## src/rtl/pulse_stretcher.sv

```systemverilog
// Stretches single-cycle requests into WIDTH-cycle pulses separated by at least GAP low cycles.
// Define PULSE_STRETCHER_QUEUE_EN to queue requests that arrive while a pulse is in progress.
module pulse_stretcher #(
  parameter int WIDTH    = 4,
  parameter int GAP      = 2,
  parameter int PEND_MAX = 3
) (
  input  logic clk,
  input  logic rst,
  input  logic in,
  output logic out,
  output logic busy,
  output logic drop
);

  localparam int MAX_WG = (WIDTH > GAP) ? WIDTH : GAP;
  localparam int CW     = $clog2(MAX_WG + 1);

  typedef enum logic [1:0] {S_IDLE, S_HIGH, S_GAP} state_t;

  state_t          state_q, state_d;
  logic [CW-1:0]   cnt_q, cnt_d;
  logic            out_q, busy_q, drop_q, drop_d;
  logic            cnt_zero, accept;

`ifdef PULSE_STRETCHER_QUEUE_EN
  localparam int PW = $clog2(PEND_MAX + 1);
  logic [PW-1:0]   pend_q, pend_d;
`endif

  always_comb begin
    state_d  = state_q;
    cnt_d    = cnt_q;
    drop_d   = 1'b0;
`ifdef PULSE_STRETCHER_QUEUE_EN
    pend_d   = pend_q;
`endif
    cnt_zero = (cnt_q == '0);
    // A new pulse may begin in IDLE or on the last cycle of the preceding pulse/gap.
    accept   = (state_q == S_IDLE) ||
               (cnt_zero && ((state_q == S_GAP) || ((state_q == S_HIGH) && (GAP == 0))));

    if (accept) begin
`ifdef PULSE_STRETCHER_QUEUE_EN
      if (pend_q != '0) begin
        state_d = S_HIGH;
        cnt_d   = CW'(WIDTH - 1);
        if (!in) begin
          pend_d = pend_q - PW'(1);
        end
      end else if (in) begin
        state_d = S_HIGH;
        cnt_d   = CW'(WIDTH - 1);
      end else begin
        state_d = S_IDLE;
        cnt_d   = '0;
      end
`else
      if (in) begin
        state_d = S_HIGH;
        cnt_d   = CW'(WIDTH - 1);
      end else begin
        state_d = S_IDLE;
        cnt_d   = '0;
      end
`endif
    end else begin
      case (state_q)
        S_HIGH: begin
          if (!cnt_zero) begin
            cnt_d = cnt_q - CW'(1);
          end else begin
            state_d = S_GAP;
            cnt_d   = CW'(GAP - 1);
          end
        end
        default: cnt_d = cnt_q - CW'(1);
      endcase

      if (in) begin
`ifdef PULSE_STRETCHER_QUEUE_EN
        if (pend_q == PW'(PEND_MAX)) begin
          drop_d = 1'b1;
        end else begin
          pend_d = pend_q + PW'(1);
        end
`else
        drop_d = 1'b1;
`endif
      end
    end
  end

  always_ff @(posedge clk) begin
    if (rst) begin
      state_q <= S_IDLE;
      cnt_q   <= '0;
      out_q   <= 1'b0;
      busy_q  <= 1'b0;
      drop_q  <= 1'b0;
`ifdef PULSE_STRETCHER_QUEUE_EN
      pend_q  <= '0;
`endif
    end else begin
      state_q <= state_d;
      cnt_q   <= cnt_d;
      out_q   <= (state_d == S_HIGH);
      busy_q  <= (state_d != S_IDLE);
      drop_q  <= drop_d;
`ifdef PULSE_STRETCHER_QUEUE_EN
      pend_q  <= pend_d;
`endif
    end
  end

  assign out  = out_q;
  assign busy = busy_q;
  assign drop = drop_q;

endmodule

```

## config.mk

```make
export PLATFORM = sky130hd
export DESIGN_NAME = pulse_stretcher
export DESIGN_NICKNAME = d
export VERILOG_FILES = /design/src/rtl/pulse_stretcher.sv
export SDC_FILE = /design/constraint.sdc
export NUM_CORES = 1
export LEC_CHECK = 0
export ABC_AREA = 1
export CAP_MARGIN = 20
export CORE_AREA = 3 3 40 42
export DETAILED_ROUTE_END_ITERATION = 10
export DIE_AREA = 0 0 43 45
export GPL_TIMING_DRIVEN = 0
export PLACE_DENSITY_LB_ADDON = 0.2
export SYNTH_ARGS = -nofsm -noshare
export SYNTH_HDL_FRONTEND = slang
export SYNTH_SLANG_ARGS = --single-unit
```

## constraint.sdc

```tcl
create_clock -name clk -period 1.35 [get_ports clk]
set_clock_uncertainty 0.2 [all_clocks]
set_input_delay 0.27 -clock clk [delete_from_list [all_inputs] [get_ports clk]]
set_output_delay 0.27 -clock clk [all_outputs]
set_load 0.01 [all_outputs]
```

==> results.md <==
* Outcome: complete, but fails checks
* Violated checks: setup timing
* IO Port Bufs at 5
* RD Place Congestion at 0.766
* H-tree levels at 1
* HPWL after DPL at 460 µm
* Synthesis Warnings at 0
* Avg Inst Size Synth at between 7 and 8 µm²
* Starting DRT DRC Count at 2
* Slew HR at 87.9%
* Worst Hold Class: flop to flop
* DRC at 0
* Worst Path Arrival at 1.32 ns
* Utilization after layout at approximately 39%
* Total Routing Usage GR at 8.69%
* Most common cell after layout, fill and taps aside: inv_1
* Layout area overhead at 44.8%
* Crit end category: flop
* Final instance area at 505 µm²
* Post-Syn Instances at 44
* Clk root buf: clkbuf_4
* Yosys reg bits at 8
* Critical Path Source Type: flop
* Sequential fraction of the synthesis area at 45.9%
* Setup violators final at 3
* Max-capacitance violation count at 0
* Syn nets at 50
* Slew Viols, Final at 0
* Vias in the first global route at 294
* Least-Margin Pin Slew at 0.181 ns
* # nets final at 62
* GR Overflow Total at 0
* IR drop worst, VDD at 0.463 mV
* Max FO, Critical Path at 4
* WL per Instance at 10.4 µm
* Initial core utilization at between 20% and 30%
* RSZ-0062 raised after global routing: true
* Vias per cell at about 4.3
* Pwr/cell area at 1200 nW/µm²
* # IOs at 6
* Bufs on Longest Clock Path at 2
* WL final at 719 µm
* Area occupied by multi-input gates at 196 µm²
* Worst-Skew Late Latency at 0.26 ns
* Worst Setup Path Type: flop to flop
* Share of cells above drive strength 1 at 38.9%
* Antenna violations before repair at 0
* Die Y at 45 µm
* Post-route setup slack at -0.0216 ns
* Final hold violations at 0
* Synth cell types at 13
* Core box area at between 1000 and 1500 µm²
* Length of the first detailed-routing pass in iterations at 4
* CTS Buf Count at 3
* CTS tree: yes
* Fillers at 142
* Min Tclk post-route at approximately 1.4 ns
* Required time worst endpoint at 1.30 ns
* Dpl ws at -0.0742 ns
* Fin crit share at 102%
* Post-Syn Area at 349 µm²
* # clock sinks at 8
* Largest net degree at the start of global routing at 5
* Die X at 43 µm
* Fmax at 0.729 GHz
* Post-DRT Antenna Nets at 0
* Final hold slack at 0.345 ns
* Placement row count at 13
* Most frequent cells in the layout: inv_1 (8), dfxtp_1 (6), nand2_2 (4), nor2_1 (4)
* Die Footprint at 1940 µm²
* Number of diodes at 0
* Reg2reg path depth at 9
* Total number of vias at approximately 300
* DP Area at ~440 µm²
* Reg clk slew, reported paths at 0.06 ns
* Leak Pwr at around 0.25 nW
* Setup TNS at -0.0343 ns
* First-pass GRT wire length at 1210 µm
* Storage element area at 163 µm²
* Hold depth at 2
critical path: stages (launching register included):
cell and delay, ns:
dfxtp_2 0.32, inv_2 0.04, ha_4 0.16, ha_4 0.17, inv_4 0.06, nand2_4 0.06
nand2_4 0.09, nand2_2 0.05, nor2_1 0.08, nor2_1 0.05
where the power goes:
part           internal (mW)  switching, mW
registers              0.257        0.00975
clock network          0.102         0.0840
logic                 0.0722         0.0807
Yosys cell counts, drive strengths merged:
master | number | area, µm²
a21oi | 4 | 20.0
dfxtp | 8 | 160
ha | 3 | 37.5
inv | 11 | 41.3
nand2 | 9 | 38.8
nand3 | 2 | 15.0
nor2 | 4 | 15.0
o21ai | 2 | 13.8
o21bai | 1 | 7.51
cells by family (layout without fill, tap and decap cells):
family	count (synthesis)	in the layout	share of synthesized area (%)
AOI/OAI and AO/OA	7	7	11.8
adders and majority gates	3	3	10.8
buffers and inverters	11	21	11.8
DFF	8	8	45.9
and+or+nand+nor	15	15	19.7
layout make-up:
type | count | share of cell area (%)
Multi-Input combinational cell | 25 | 38.9
Timing Repair Buffer | 7 | 12.1
Inverter | 11 | 8.66
Clock buffer | 3 | 4.46
Tap cell | 15 | 3.71
Sequential cell | 8 | 32.2
flip-flops by register name, summed over array words and instances, names as in the netlist:
signal   flops
busy         1
out          1
drop         1
cnt_q        3
state_q      2
worst paths after layout:
check | startpoint | end | slack (ns)
worst max-delay path | cnt_q[0] | cnt_q[0] | -0.02
worst min-delay path | state_q[0] | cnt_q[2] | 0.35
worst max register to register | cnt_q[0] | cnt_q[0] | -0.02
worst min register to register | state_q[0] | cnt_q[2] | 0.35
stage by stage:
step | power [mW] | instances
after floorplan | 0.356 | 44
after global placement | 0.398 | 64
after detailed placement | 0.397 | 64
after CTS | 0.601 | 69
after global routing | 0.638 | 69
final | 0.606 | 69
timing repair:
item	CTS	global route
setup endpoints to repair	11	8
buffers inserted	2	0
pin swaps	2	0
resized for setup	10	5
hold buffers	0	0
routing by layer:
metal / vias to the layer above / part of all wire, % / track usage, %
met1: 136 / 48 / 11.9
li1: 153 / - / -
met5: - / 0 / 0
met2: 5 / 45 / 10.5
met3: 5 / 3.5 / 2.39
met4: 0 / 3.3 / 8.43
Note: power is estimated with default switching activity, not from simulation.
